File: src/rtl/overlap_accum_seq_if.sv
// Stream bundle between the sub-multiplier array (master) and the overlap accumulator (slave).
// Carries the part input handshake, the result output handshake and the framing error pulse.
interface overlap_accum_seq_if #(
    parameter int H     = 3,
    parameter int NPART = 3
);
    localparam int IN_W  = 2*H - 1;
    localparam int OUT_W = (NPART + 1)*H - 1;

    logic [IN_W-1:0]  in_data;
    logic             in_valid;
    logic             in_ready;
    logic             in_last;
    logic [OUT_W-1:0] out_data;
    logic             out_valid;
    logic             out_ready;
    logic             frame_err;

    modport master (
        output in_data, in_valid, in_last, out_ready,
        input  in_ready, out_data, out_valid, frame_err
    );

    modport slave (
        input  in_data, in_valid, in_last, out_ready,
        output in_ready, out_data, out_valid, frame_err
    );
endinterface

File: src/rtl/overlap_accum_seq.sv
// Streams NPART GF(2) partial products and XOR-places part k at offset k*H, emitting the
// overlapped result through a one-entry output buffer (optional Karatsuba middle-term fold).
module overlap_accum_seq #(
    parameter int H     = 3,
    parameter int NPART = 3,
    parameter int KMODE = 0
) (
    input  logic clk,
    input  logic rst_n,
    input  logic clr,
    overlap_accum_seq_if.slave bus
);
    localparam int OUT_W = (NPART + 1)*H - 1;
    localparam int IDX_W = $clog2(NPART);

    if (KMODE != 0 && NPART != 3) begin : g_bad_kmode
        $error("overlap_accum_seq: KMODE=1 requires NPART==3");
    end
    if (NPART < 2) begin : g_bad_npart
        $error("overlap_accum_seq: NPART must be at least 2");
    end

    logic [IDX_W-1:0] idx;
    logic [OUT_W-1:0] acc;
    logic [OUT_W-1:0] ext;
    logic [OUT_W-1:0] contrib;
    logic [OUT_W-1:0] out_data_r;
    logic             out_valid_r;
    logic             frame_err_r;
    logic             is_last;
    logic             accept;
    logic             load;

    assign is_last      = (idx == IDX_W'(NPART - 1));
    assign bus.in_ready = !(is_last && out_valid_r && !bus.out_ready);
    assign accept       = bus.in_valid && bus.in_ready;
    assign load         = accept && is_last && !clr;

    // Karatsuba mode folds parts 0 and 2 into the middle term as well.
    always_comb begin
        ext     = OUT_W'(bus.in_data);
        contrib = ext << (int'(idx) * H);
        if (KMODE != 0 && (int'(idx) == 0 || int'(idx) == 2)) begin
            contrib = contrib ^ (ext << H);
        end
    end

    always_ff @(posedge clk or negedge rst_n) begin
        if (!rst_n) begin
            idx <= '0;
            acc <= '0;
        end else if (clr) begin
            idx <= '0;
            acc <= '0;
        end else if (accept) begin
            if (is_last) begin
                idx <= '0;
                acc <= '0;
            end else begin
                idx <= idx + IDX_W'(1);
                acc <= acc ^ contrib;
            end
        end
    end

    // A fresh result may replace the one being consumed in the same cycle without a bubble.
    always_ff @(posedge clk or negedge rst_n) begin
        if (!rst_n) begin
            out_data_r  <= '0;
            out_valid_r <= 1'b0;
        end else if (load) begin
            out_data_r  <= acc ^ contrib;
            out_valid_r <= 1'b1;
        end else if (out_valid_r && bus.out_ready) begin
            out_valid_r <= 1'b0;
        end
    end

    always_ff @(posedge clk or negedge rst_n) begin
        if (!rst_n) begin
            frame_err_r <= 1'b0;
        end else begin
            frame_err_r <= accept && !clr && (bus.in_last != is_last);
        end
    end

    assign bus.out_data  = out_data_r;
    assign bus.out_valid = out_valid_r;
    assign bus.frame_err = frame_err_r;
endmodule

File: src/flat_wrapper.sv
// flat-port wrapper written by rule: the top's interface ports become plain ports
module overlap_accum_seq_flat 
#(
    parameter int H     = 3,
    parameter int NPART = 3,
    parameter int KMODE = 0
)
  (clk, rst_n, clr, bus_in_data, bus_in_valid, bus_in_last, bus_out_ready, bus_in_ready, bus_out_data, bus_out_valid, bus_frame_err);
  overlap_accum_seq_if #(.H(H), .NPART(NPART)) bus_i ();
  input  logic clk;
  input  logic rst_n;
  input  logic clr;
  input wire logic [$bits(bus_i.in_data)-1:0] bus_in_data;
  input wire logic [$bits(bus_i.in_valid)-1:0] bus_in_valid;
  input wire logic [$bits(bus_i.in_last)-1:0] bus_in_last;
  input wire logic [$bits(bus_i.out_ready)-1:0] bus_out_ready;
  output wire logic [$bits(bus_i.in_ready)-1:0] bus_in_ready;
  output wire logic [$bits(bus_i.out_data)-1:0] bus_out_data;
  output wire logic [$bits(bus_i.out_valid)-1:0] bus_out_valid;
  output wire logic [$bits(bus_i.frame_err)-1:0] bus_frame_err;
  assign bus_i.in_data = bus_in_data;
  assign bus_i.in_valid = bus_in_valid;
  assign bus_i.in_last = bus_in_last;
  assign bus_i.out_ready = bus_out_ready;
  assign bus_in_ready = bus_i.in_ready;
  assign bus_out_data = bus_i.out_data;
  assign bus_out_valid = bus_i.out_valid;
  assign bus_frame_err = bus_i.frame_err;
  overlap_accum_seq #(.H(H), .NPART(NPART), .KMODE(KMODE)) u_core (.clk(clk), .rst_n(rst_n), .clr(clr), .bus(bus_i));
endmodule
File: config.mk
export PLATFORM = sky130hd
export DESIGN_NAME = overlap_accum_seq_flat
export DESIGN_NICKNAME = d
export VERILOG_FILES = /design/src/rtl/overlap_accum_seq_if.sv /design/src/rtl/overlap_accum_seq.sv /design/src/flat_wrapper.sv
export SDC_FILE = /design/constraint.sdc
export NUM_CORES = 1
export LEC_CHECK = 0
export ABC_CLOCK_PERIOD_IN_PS = 4000
export BUFFER_PORTS_ARGS = -buffer_cell sky130_fd_sc_hd__buf_2
export CORE_UTILIZATION = 55
export DETAILED_ROUTE_END_ITERATION = 7
export GPL_ROUTABILITY_DRIVEN = 0
export PLACE_DENSITY = 0.78
export SYNTH_ARGS = -nofsm -noshare
export SYNTH_HDL_FRONTEND = slang
export SYNTH_SLANG_ARGS = --single-unit
File: constraint.sdc
create_clock -name clk -period 4 [get_ports clk]
set_input_delay 0.6 -clock clk [delete_from_list [all_inputs] [get_ports clk]]
set_output_delay 0.6 -clock clk [all_outputs]
set_load 0.1 [all_outputs]
==> impl_metrics.yaml, run 1 <==
sta:
  min_period_ns: 2.80
  fmax_ghz: 0.357
  finalCritPeriodShare_pct: 70.0
  setup_tns_ns: 0
  setup_ws_ns: 1.20
  setup_violations: 0
  hold_viol_final: 0
  worstMarginPinSlew_ns: 0.856
  slew_headroom_pct: 42.8
  maxSlewViolCount: 0
  fin_skew_ns: 0.0103
  rsz0062_at_grt: "false"
clocking:
  cts_setup_buffers: 0
  root_buffer: "clkbuf_4"
  ctsResizeCount: 0
  clock_latency_ns: 0.32
  cts_made_buffers: 3
  clock_sinks: 26
  cts.reportedPaths.clkPinSlew_ns: 0.14
  holdBufCountCts: 0
  clock_path_buffers: 2
  cts_max_level: 1
  cts_tree: "done"
global_route:
  antenna_found_initial: 0
  grt-ovfl-total: 0
  grt_pass1_vias: 1096
  grt_pass1_wl_mm: 4.79
  grt_start_max_net_pins: 27
  track_usage_pct: 22.6
critical_path:
  r2r_cells: 7
  r2r_end: "u_core.bus.out_data[8]"
  start_kind: "flip-flop"
  cp_top_family: "flip-flops"
  cp_slowest_cell: "dfrtp_1"
  crit_required_ns: 3.40
  worst-path-max-fanout: 16
  r2r_start: "u_core.idx[0]"
  path_buf_inv: 2
  arrival_ns: 2.20
  reg2reg_slack_ns: 1.42
  crit_type: "reg -> out"
  critPathMaxStageDelay_ns: 0.67
  worstSetupEndpointType: "primary output"
  cp_cell_sequence: "inv_1, ha_1, nand3b_1, buf_2"
power_and_ir_drop:
  power.total_mw: 0.833
  cellPowerDensity_nw_per_um2: 498
  p_leak_nw: 0.783
  ir_drop_mv: 0.401
logic_synthesis:
  synth_top_cells_by_count: "26 x dfrtp_1, 22 x nand2_1, 13 x o21ai_0, 9 x a21oi_1"
  synth_area_leaders: "dfrtp_1 42%, nand2_1 5.4%, xor2_1 4.6%"
  synth.net_count: 179
  yosysSeqAreaShare_pct: 42.5
  ys_warn_count: 0
  synth_area_um2: 1530
  yosysMostFrequentCell: "dfrtp_1"
  synth_edf_count: 0
  synth_async_sr_flop_share_pct: 100
  ys_dominant_reg_cell: "dfrtp_1"
  ys_types: 38
  yosysTopAreaCell: "dfrtp_1"
  yosysTopAreaCellShare_pct: 42.5
  syn_area_per_cell_um2: 9.40
  netlist_instances: 163
  ys_ff_latch: 26
floorplanning:
  initial_core_util_pct: 60.2
  placementRows: 18
  num_io_pins: 25
  fp.dieH_um: 54.8
  die_w_um: 54.8
  fp.dieArea_um2: 3000
  core_um2: 2540
place:
  dpl.cell_count: 210
  dp_slack_ns: 1.47
  dp_hpwl_mm: 2.22
  port_buffers: 24
flow_run:
  maxCapViolCount: 0
cells_and_area:
  syn2layout_area_growth_pct: 9.31
  layout.cells.non_filler: 213
  utilization_pct: 65.8
  fill_cells: 226
  fin_nets: 201
  n_antenna_cell: 0
  layout-drive-gt1-share_pct: 21.3
routing:
  ant_nets: 0
  first_pass_iters: 5
  vias: 1267
  wire_per_inst_um: 14.0
  drc_errors: 0
  via_per_inst: 5.95
  totalWireLength_mm: 2.98
  first_iter_violations: 28
min_path:
  hp-class: "in -> async"
outcome:
  status: "finished, final reports clean"
[logic make-up after synthesis]
group | synth area share (%)
AND/OR/NAND/NOR | 19.4
AO/OA/AOI/OAI | 18.8
flip-flops | 42.5
XOR/XNOR | 6.86
buffers and inverters | 3.43
multiplexers | 4.90
adder cells (fa/ha/maj) | 4.08
[state kept, by name (all words and copies together) (netlist names)]
signal and flops:
u_core.acc 11, u_core.bus.frame_err 1, u_core.bus.out_data 11, u_core.bus.out_valid 1, u_core.idx 2
[worst register-to-register path: stages, from the launching register on]
cell and delay (ns):
dfrtp_1 0.67, inv_1 0.16, ha_1 0.49, or2b_1 0.32
or3b_1 0.38, and3_1 0.20, xor2_1 0.16, o21ai_2 0.06
[cell type report]
| cell class | count | area, um2 | share of cell area (%) |
|---|---|---|---|
| Sequential cell | 26 | 651 | 38.9 |
| Timing Repair Buffer | 24 | 120 | 7.17 |
| Tap cell | 30 | 37.5 | 2.24 |
| Inverter | 4 | 15.0 | 0.897 |
| Clock buffer | 3 | 22.5 | 1.35 |
| Multi-Input combinational cell | 126 | 828 | 49.5 |
[worst max path at each step]
| stage | cells past startpoint | to | slack, ns | start |
|---|---|---|---|---|
| after global routing | 4 | bus_in_ready | 1.02 | u_core.idx[0] |
| after detailed placement | 7 | u_core.bus.out_data[8] | 1.47 | u_core.idx[0] |
| after CTS | 4 | bus_in_ready | 1.21 | u_core.idx[0] |
| after global placement | 7 | u_core.bus.out_data[8] | 1.57 | u_core.idx[0] |
| after floorplan | 5 | u_core.acc[0] | 1.04 | u_core.bus.out_valid |
| final | 4 | bus_in_ready | 1.20 | u_core.idx[0] |
[power by group]
part           internal [mW]  total (mW)  switching, mW
sequential             0.311       0.346         0.0345
combinational         0.0908       0.377          0.286
clock                 0.0353       0.110         0.0745
[per-stage QoR]
| stage | instance area, um2 | hold slack [ns] |
|---|---|---|
| 2_1_floorplan | 1530 | 0.304 |
| 3_3_place_gp | 1650 | 0.456 |
| 3_5_place_dp | 1650 | 0.466 |
| 4_1_cts | 1670 | 0.274 |
| 5_1_grt | 1670 | 0.293 |
| 6_report | 1670 | 0.246 |
[cell usage in the layout (no fill, tap or decap), types with 2 or more instances in the layout]
cell / n
o31ai_1: 2
o22ai_1: 2
clkbuf_4: 3
a22o_1: 2
nor2b_1: 3
a21o_1: 2
nand3_1: 8
nor2_1: 5
buf_2: 24
or2_2: 3
mux2i_1: 3
or3b_1: 2
mux2_2: 4
nand2_1: 22
o32ai_1: 2
and3_1: 2
nand3b_1: 4
o21ai_0: 13
a21oi_1: 9
dfrtp_1: 26
xnor2_1: 4
ha_1: 5
xor2_1: 8
nand2b_1: 4
inv_1: 4
a32oi_1: 2
a31oi_1: 5
[metal layers]
layer  global-route usage, %  vias to the layer above  routed length [um]
li1                        -                      622                   -
met2                    36.5                       28                1360
met3                    3.61                        8                 104
met1                    29.6                      609                1460
met4                    9.83                        0                  54
met5                       0                        -                   0
No activity file was read; power rests on OpenSTA's default activity.
==> run 2: changes to the inputs <==
--- a/config.mk
+++ b/config.mk
@@ -5,12 +5,13 @@
 export SDC_FILE = /design/constraint.sdc
 export NUM_CORES = 1
 export LEC_CHECK = 0
-export ABC_CLOCK_PERIOD_IN_PS = 4000
+export ABC_AREA = 1
+export ABC_CLOCK_PERIOD_IN_PS = 2400
 export BUFFER_PORTS_ARGS = -buffer_cell sky130_fd_sc_hd__buf_2
-export CORE_UTILIZATION = 55
+export CORE_UTILIZATION = 50
 export DETAILED_ROUTE_END_ITERATION = 7
 export GPL_ROUTABILITY_DRIVEN = 0
-export PLACE_DENSITY = 0.78
+export PLACE_DENSITY = 0.75
 export SYNTH_ARGS = -nofsm -noshare
 export SYNTH_HDL_FRONTEND = slang
 export SYNTH_SLANG_ARGS = --single-unit
==> constraint.sdc (replaced) <==
create_clock -name clk -period 2.4 [get_ports clk]
set_input_delay 0.36 -clock clk [delete_from_list [all_inputs] [get_ports clk]]
set_output_delay 0.36 -clock clk [all_outputs]
set_load 0.1 [all_outputs]
==> run 2 against run 1 <==
Final cell count up 23%. Critical path type unchanged. Non-clock buffer count up 2. Sequential power up 54%. Largest cell class unchanged. Sequential cell count unchanged. Worst setup slack worse by 0.97 ns. Combinational power up 58%. Global-route usage down 0.050 points. Highest routed layer unchanged. Clock skew down 0.0039 ns. Synthesized cell count up 26%.
==> impl_metrics.yaml, run 2 <==
power_and_ir_drop:
  power.total_mw: 1.44
  cellPowerDensity_nw_per_um2: 836
  p_leak_nw: 0.972
  ir_drop_mv: 0.476
  clkPwrFrac_pct: 21.4
  internal_power_mw: 0.775
  power.net_switching_mw: 0.660
  comb_power_share_pct: 41.5
  seqPwrFrac_pct: 37.1
  p_sw_share_pct: 46.0
cells_and_area:
  layout_commonest_cell: "nand2_1"
  final_cell_mix: "88 x nand2_1, 35 x nand3_1, 25 x dfrtp_1"
  fin_nets: 249
  n_antenna_cell: 0
  final_area_um2: 1720
  fill_cells: 266
  seq_area_um2: 652
  layout-drive-gt1-share_pct: 18.1
  syn2layout_area_growth_pct: 12.6
  multi_input_area_um2: 771
sta:
  worstMarginPinSlew_ns: 0.584
  fmax_ghz: 0.462
  slew_headroom_pct: 61.0
  min_period_ns: 2.16
  setup_ws_ns: 0.236
  finalCritPeriodShare_pct: 90.2
  setup_violations: 0
  fin_skew_ns: 0.00644
  rsz0062_at_grt: "false"
  hold_viol_final: 0
  maxSlewViolCount: 0
  setup_tns_ns: 0
  hold_ws_ns: 0.00173
logic_synthesis:
  synth_top_cells_by_count: "88 x nand2_1, 35 x nand3_1, 26 x dfrtp_1, 15 x inv_1, 6 x nor2_1"
  synth.net_count: 222
  ys_types: 21
  ys_dominant_reg_cell: "dfrtp_1"
  synth_area_leaders: "dfrtp_1 43%, nand2_1 22%, nand3_1 11%"
  yosysSeqAreaShare_pct: 42.7
  synth_async_sr_flop_share_pct: 100
  yosysMostFrequentCell: "nand2_1"
  ys_ff_latch: 26
  synth_area_um2: 1520
  syn_area_per_cell_um2: 7.40
  netlist_instances: 206
  yosysTopAreaCell: "dfrtp_1"
  yosysTopAreaCellShare_pct: 42.7
  synth_edf_count: 0
  ys_warn_count: 0
floorplanning:
  fp.dieH_um: 57.2
  placementRows: 19
  initial_core_util_pct: 53.9
  fp.dieArea_um2: 3270
  num_io_pins: 25
  core_um2: 2830
  die_w_um: 57.2
clocking:
  holdBufCountCts: 0
  cts_made_buffers: 3
  cts_tree: "done"
  cts_max_level: 1
  clock_latency_ns: 0.33
  clock_path_buffers: 2
  ctsResizeCount: 0
  root_buffer: "clkbuf_4"
  cts.reportedPaths.clkPinSlew_ns: 0.15
  cts_setup_buffers: 0
  clock_sinks: 26
critical_path:
  r2r_start: "u_core.idx[0]"
  reg2reg_slack_ns: 0.36
  critPathMaxStageDelay_ns: 0.54
  cp_cell_sequence: "inv_2, ha_1, nand3_2, buf_2"
  worst-path-max-fanout: 9
  start_kind: "flip-flop"
  cp_top_family: "buffers and inverters"
  r2r_cells: 9
  worstSetupEndpointType: "primary output"
  cp_slowest_cell: "dfrtp_1"
  crit_type: "reg -> out"
  arrival_ns: 1.80
  r2r_end: "u_core.acc[0]"
  path_buf_inv: 2
  crit_required_ns: 2.04
routing:
  ant_nets: 0
  first_iter_violations: 66
  first_pass_iters: 4
  via_per_inst: 5.32
  drc_errors: 0
  vias: 1398
  wire_per_inst_um: 12.1
  totalWireLength_mm: 3.19
place:
  placed_area_um2: 1660
  port_buffers: 24
  dp_slack_ns: 0.398
  dp_hpwl_mm: 2.39
min_path:
  hp-class: "in -> async"
flow_run:
  maxCapViolCount: 0
global_route:
  grt_pass1_wl_mm: 5.64
  track_usage_pct: 22.6
  grt-ovfl-total: 0
  grt_pass1_vias: 1312
  antenna_found_initial: 0
  grt_start_max_net_pins: 27
outcome:
  status: "finished, final reports clean"
==> run 2: changes by cell type after synthesis, sizes merged, moves of 5 or more <==
cell | previous run | this run
a31oi | 5 | 0
nand4 | 0 | 5
xor2 | 8 | 1
nand2 | 22 | 89
inv | 4 | 18
o21ai | 15 | 5
a21oi | 9 | 1
nand3 | 8 | 38
==> run 2: kinds of logic after synthesis <==
group / Yosys count / share of synthesized area (%)
and+or+nand+nor: 145 / 43.4
DFF: 26 / 42.7
xor gates and xnor gates: 2 / 1.15
adders and majority gates: 5 / 4.11
AOI/OAI and AO/OA: 6 / 1.97
buffers and inverters: 22 / 6.73
==> run 2: area by class of cell <==
cell class,count,share of cell area [%]
flip-flops and latches,26,38.0
inverters,18,3.94
repair buffers,26,7.87
clock buffers,3,1.31
clock inverters,1,1.75
multi-input cells,158,44.9
well taps,31,2.26
==> run 2: power by group through the flow <==
stage                     Combinational (mW)  Sequential, mW  Clock, mW
after floorplan                        0.171           0.865          0
after global placement                 0.596           0.540          0
after detailed placement               0.596           0.540          0
after CTS                              0.597           0.533      0.315
after global routing                   0.638           0.541      0.329
final                                  0.596           0.533      0.307
==> run 2: worst max path at each step <==
stage	start	to	slack (ns)	cells past startpoint
final	u_core.idx[0]	bus_in_ready	0.24	4
after global routing	u_core.idx[0]	bus_in_ready	0.14	4
after floorplan	u_core.idx[0]	u_core.acc[2]	0.22	9
after CTS	u_core.idx[0]	bus_in_ready	0.24	4
after detailed placement	u_core.idx[0]	u_core.acc[7]	0.40	9
after global placement	u_core.idx[0]	u_core.acc[8]	0.47	9
==> run 2: metal layers <==
| layer | vias up | share of wire [%] | track usage (%) |
|---|---|---|---|
| met1 | 628 | 45 | 30.1 |
| met2 | 52 | 46 | 37.0 |
| met3 | 7 | 7.2 | 3.85 |
| met4 | 0 | 1.9 | 8.71 |
| li1 | 711 | - | - |
| met5 | - | 0 | 0 |
==> run 2: per-stage QoR <==
step | instances | util [%]
final | 263 | 60.7
after global routing | 263 | 60.7
after CTS | 263 | 60.7
after detailed placement | 259 | 58.8
after global placement | 259 | 58.8
after floorplan | 206 | -
